==> config.mk <==
export PLATFORM = sky130hd
export DESIGN_NAME = serial_sum_collector
export DESIGN_NICKNAME = d
export VERILOG_FILES = /design/src/rtl/serial_sum_collector.sv
export SDC_FILE = /design/constraint.sdc
export NUM_CORES = 1
export LEC_CHECK = 0
export CORE_UTILIZATION = 41
export CTS_CLUSTER_DIAMETER = 40
export DETAILED_ROUTE_END_ITERATION = 12
export GPL_TIMING_DRIVEN = 0
export MAX_ROUTING_LAYER = met4
export PLACE_DENSITY = 0.72
export RECOVER_POWER = 50
export REMOVE_ABC_BUFFERS = 1
export SLEW_MARGIN = 0
export SYNTH_ARGS = -nofsm -noshare
export SYNTH_HDL_FRONTEND = slang
export SYNTH_SLANG_ARGS = --single-unit
==> constraint.sdc <==
create_clock -name clk -period 1.6 [get_ports clk]
set_clock_uncertainty 0.2 [all_clocks]
set_input_delay 0.32 -clock clk [delete_from_list [all_inputs] [get_ports clk]]
set_output_delay 0.32 -clock clk [all_outputs]
set_load 0.05 [all_outputs]
==> src/rtl/serial_sum_collector.sv <==
// serial_sum_collector
//   Downstream stage of the bit-serial adder. Collects the LSB-first sum bit
//   stream plus the final carry into a parallel word. The word is presented on
//   a valid/ready port backed by a one-word holding register. The serial side
//   cannot be stalled, so a completed word that finds the holder occupied is
//   dropped and flagged. A ser_first pulse arriving mid-word is also flagged.
//
// Ports
//   clk        in   rising-edge clock
//   rst        in   synchronous, active-high reset
//   ser_bit    in   serial sum bit, LSB first
//   ser_valid  in   qualifies ser_bit / ser_first / ser_carry
//   ser_first  in   this bit is bit 0 of a new word
//   ser_carry  in   adder carry-out, sampled with the word's last bit
//   out_sum    out  assembled sum word
//   out_cout   out  carry-out of the word
//   out_zero   out  out_sum == 0
//   out_valid  out  output word available
//   out_ready  in   consumer accepts (transfer on out_valid && out_ready)
//   overrun    out  sticky: a completed word was dropped
//   frame_err  out  sticky: ser_first arrived mid-word
//   err_clr    in   clears overrun and frame_err (a same-cycle event wins)
module serial_sum_collector #(
  parameter int WIDTH = 4
) (
  input  logic             clk,
  input  logic             rst,
  input  logic             ser_bit,
  input  logic             ser_valid,
  input  logic             ser_first,
  input  logic             ser_carry,
  output logic [WIDTH-1:0] out_sum,
  output logic             out_cout,
  output logic             out_zero,
  output logic             out_valid,
  input  logic             out_ready,
  output logic             overrun,
  output logic             frame_err,
  input  logic             err_clr
);

  localparam int CNT_W = (WIDTH > 1) ? $clog2(WIDTH) : 1;
  localparam logic [CNT_W-1:0] LAST = CNT_W'(WIDTH - 1);

  typedef enum logic [0:0] {
    SYNC    = 1'b0,
    COLLECT = 1'b1
  } state_t;

  state_t           state, state_next;
  logic [CNT_W-1:0] cnt, cnt_next;
  logic [WIDTH-1:0] shreg, shifted;
  logic [CNT_W-1:0] pos;
  logic             accept, complete, frame_evt, load, drop;

  // ---------------------------------------------------------------------------
  // Collector next-state / datapath decode
  // ---------------------------------------------------------------------------
  always_comb begin
    // NOTE: every signal gets a default first so no path leaves it unassigned
    // and no latch is inferred.
    state_next = state;
    cnt_next   = cnt;
    shifted    = shreg >> 1;
    shifted[WIDTH-1] = ser_bit;

    // In SYNC only a ser_first bit is taken; in COLLECT every valid bit is.
    accept    = ser_valid && (ser_first || (state == COLLECT));
    frame_evt = ser_valid && ser_first && (state == COLLECT);

    // A ser_first bit always sits at position 0. A mid-word ser_first
    // therefore abandons the partial word by restarting the count. The stale
    // shreg bits are shifted out before the word can complete.
    pos      = ser_first ? '0 : cnt;
    complete = accept && (pos == LAST);

    if (complete) begin
      state_next = SYNC;
      cnt_next   = '0;
    end else if (accept) begin
      state_next = COLLECT;
      cnt_next   = pos + CNT_W'(1);
    end

    // The holder accepts a new word when empty, or when it drains this cycle.
    load = complete && (!out_valid || out_ready);
    drop = complete && out_valid && !out_ready;
  end

  // ---------------------------------------------------------------------------
  // State, counter, shift register
  // ---------------------------------------------------------------------------
  always_ff @(posedge clk) begin
    // NOTE: sequential state uses non-blocking assignments so all registers
    // update from the same pre-edge values.
    if (rst) begin
      state <= SYNC;
      cnt   <= '0;
      shreg <= '0;
    end else begin
      state <= state_next;
      cnt   <= cnt_next;
      if (accept) shreg <= shifted;
    end
  end

  // ---------------------------------------------------------------------------
  // Output holding register
  // ---------------------------------------------------------------------------
  always_ff @(posedge clk) begin
    if (rst) begin
      out_sum   <= '0;
      out_cout  <= 1'b0;
      out_zero  <= 1'b0;
      out_valid <= 1'b0;
    end else if (load) begin
      out_sum   <= shifted;
      out_cout  <= ser_carry;
      out_zero  <= (shifted == '0);
      out_valid <= 1'b1;
    end else if (out_valid && out_ready) begin
      out_valid <= 1'b0;
    end
  end

  // ---------------------------------------------------------------------------
  // Sticky error flags: an event in the clearing cycle keeps the flag set.
  // ---------------------------------------------------------------------------
  always_ff @(posedge clk) begin
    if (rst) begin
      overrun   <= 1'b0;
      frame_err <= 1'b0;
    end else begin
      if (drop)         overrun <= 1'b1;
      else if (err_clr) overrun <= 1'b0;

      if (frame_evt)    frame_err <= 1'b1;
      else if (err_clr) frame_err <= 1'b0;
    end
  end

endmodule

==> impl_summary.txt <==
----------------------------------------------------
[Placed design]
  Final GP Congestion ... 0.7409
  Half-perimeter wire length after detailed placement ... 797.5 µm
  Count of buffers from port buffering ... 16
  Cell area after placement ... 813.3 µm²
  Number of instances in the placed design ... 97
  Worst setup slack after placement ... -0.6292 ns

[Detailed routing]
  Number of violations reported at the end of detailed-routing iteration 0 ... 14
  Via/cell ratio ... 5.068
  Post-DR wirelength/cell ... 10.87 µm
  TritonRoute pass-1 iters ... 4
  Overall via count from detail_route ... 522
  Routed Wire Length ... 1.120 mm
  Post-route DRC ... 0
  Final antenna-violating net count ... 0

[Synthesis]
  Number of synthesis warnings ... 0
  Count of distinct cell types in the synthesized netlist ... 22
  Top cell type's share of synthesized area ... 46.07%
  Most area-hungry cell type in the Yosys netlist ... dfxtp_1
  Mapped Cells ... 68
  Register area share after synthesis ... 46.07%
  Synthesis-stage register bit count ... 15
  Leading cell types by total area after synthesis ... dfxtp_1, nand2b_1, mux2i_1
  Post-synthesis cell area ... 651.9 µm²
  Mean post-synth cell area ... 9.586 µm²

[Timing]
  Final clock period utilization by the worst path ... 94.71%
  Unrepaired setup endpoints after global routing ... no
  Final critical-path required period ... 1.515 ns
  Highest achievable clock rate ... 659.9 MHz
  Sum of negative setup slack ... 0 ns
  Total count of max-transition violations in the final report ... 0
  Setup Viol. Count Final ... 0
  Worst Setup Slack, final ... 0.08457 ns
  Final Hold Fails ... 0
  Headroom to the max-slew limit ... 60.24%
  Worst-Margin Slew ... 0.5902 ns

[Worst setup path]
  Cells along the critical path ... clkdlybuf4s15_2
  Crit-path leading delay family ... buffers and inverters
  Delay of the slowest critical-path stage ... 0.37 ns
  Kind of end point of the critical path ... primary output
  Slowest cell on crit path ... clkdlybuf4s15_2
  Largest driver fanout on the critical path ... 2
  Endpoint arrival time on the critical path ... 1.00 ns
  Required time at the worst-slack endpoint ... 1.08 ns
  Worst Setup Path Type ... register to primary output
  Type of origin of the critical path ... register
  Bufs and invs on worst path ... 1

[Clock network]
  CTS clk-pin slew, worst paths ... 0.09 ns
  TritonCTS clock tree ... yes
  Root Buffer Master ... clkbuf_4
  Number of buffers on the longest clock path ... 2
  Clock latency reported for the late side of the worst-skew pair ... 0.28 ns
  Cts-stage hold buffer count ... 0
  Clock H-tree levels ... 1
  Number of clock sinks ... 15
  Inserted Clock Buffers ... 3

[Finish]
  Number of filler cells placed in the layout ... 126
  Diodes inserted ... 0
  Final Net Count ... 97
  Most common library cell in the layout ignoring fill and taps ... dfxtp_1
  Area added between synthesis and finish ... 34.36%
  Final Non-Filler Cells ... 103
  Post-route design area ... 875.8 µm²
  Highest-count cells in the layout ignoring fill and taps ... dfxtp_1, nand2b_1, nand2_1, clkdlybuf4s15_2, a21oi_1
  Proportion of layout cells with a drive suffix above 1 ... 24.14%

[Floorplanning]
  Die area ... 1754 µm²
  I/O Pins ... 17
  Chip width ... 41.88 µm
  Core Area ... 1489 µm²
  Std cell rows ... 14
  DIE HEIGHT ... 41.88 µm
  Initial core utilization ... 43.78%

[Flow run]
  Number of max-cap violations ... 0

[Global routing]
  Vias in the first global route ... 460
  Combined global-route utilization of all metal layers ... 15.30%
  Wire length of the first global-routing pass ... 2.021 mm
  Antenna violations before repair ... 0
  Maximum number of pins on one net before global-route repair ... 23
  Remaining global-route overflow ... 0

[Pwr]
  Leak ... 0.3160 nW
  Worst ir drop on vdd ... 0.4398 mV
  Power density cells ... 753.5 nW/µm²

[Hold path]
  Tightest Hold Check Type ... primary input to register

[Outcome]
  Status ... finished clean

----------------------------------------------------
==> final timing paths <==
| path | end | from | slack, ns | cells past startpoint |
|---|---|---|---|---|
| worst max-delay path | frame_err | frame_err$_SDFFE_PP0P_ | 0.08 | 1 |
| worst min-delay path | state$_SDFFE_PP0P_ | ser_valid | 0.16 | 2 |
| worst max register to register | out_zero$_SDFFE_PP0P_ | cnt[1]$_SDFFE_PP0P_ | 0.13 | 4 |
| worst min register to register | cnt[0]$_SDFFE_PP0P_ | cnt[0]$_SDFFE_PP0P_ | 0.25 | 2 |
==> cells in the mapped netlist <==
cell type,n
ha_1,1
and3_4,1
a21oi_1,8
clkbuf_1,2
a211oi_1,1
mux2_4,1
buf_6,1
o21a_4,1
nor2_1,1
nand3b_1,1
dfxtp_1,15
nand3_1,1
and2b_1,2
or3_1,1
nand2b_1,12
mux2i_1,5
o31ai_1,1
or3b_2,1
or4_1,1
nand2_1,9
nor2b_1,1
o21ai_0,1
==> what timing repair did <==
| action | 4_1_cts | 5_1_grt |
|---|---|---|
| resized for setup | 31 | 6 |
| setup buffers | 2 | 0 |
| pin swaps | 2 | 0 |
| setup endpoints to repair | 18 | 5 |
==> stage by stage <==
| stage | utilization [%] | hold WS (ns) | power [mW] |
|---|---|---|---|
| 3_3_place_gp | 54.62 | 0.2352 | 0.4527 |
| 6_report | 58.82 | 0.1615 | 0.6599 |
| 2_1_floorplan | - | 0.1891 | 0.4211 |
| 5_1_grt | 58.82 | 0.1803 | 0.6977 |
| 3_5_place_dp | 54.62 | 0.2428 | 0.4537 |
| 4_1_cts | 58.24 | 0.2556 | 0.6665 |
==> power by group <==
part / total (mW) / internal [mW] / switching, mW / leakage [nW]
logic: 0.0581 / 0.0304 / 0.0278 / 0.177
clock network: 0.216 / 0.0926 / 0.124 / 0.0177
registers: 0.385 / 0.380 / 0.00533 / 0.121
==> flip-flops by register name (all words and copies together) (netlist names) <==
name / flops
out_sum: 4
shreg: 3
cnt: 2
frame_err: 1
out_cout: 1
out_valid: 1
out_zero: 1
overrun: 1
state: 1
==> metal layers <==
metal  global-route usage, %  part of all wire, %  vias up
li1                        -                    -      270
met1                   19.07                   48      241
met2                   23.75                   48       11
met3                   5.217                  4.0        0
met4                   3.871                    0        0
met5                       -                    0        -
==> kinds of logic (layout without fill, tap and decap cells) <==
family | after synthesis | count (layout) | synth area share (%)
flip-flops | 15 | 15 | 46.07
buffers and inverters | 3 | 22 | 2.879
AND/OR/NAND/NOR | 31 | 31 | 27.64
AO/OA/AOI/OAI | 12 | 12 | 11.52
adder cells (fa/ha/maj) | 1 | 1 | 1.919
multiplexers | 6 | 6 | 9.980
==> area by class of cell <==
class / count / area [µm²] / area share [%]
Multi-Input combinational cell: 50 / 345.3 / 39.43
Sequential cell: 15 / 300.3 / 34.29
Timing Repair Buffer: 18 / 182.7 / 20.86
Clock buffer: 3 / 22.52 / 2.571
Tap cell: 16 / 20.02 / 2.286
Clock inverter: 1 / 5.005 / 0.5714
No activity file was read; power rests on OpenSTA's default activity.
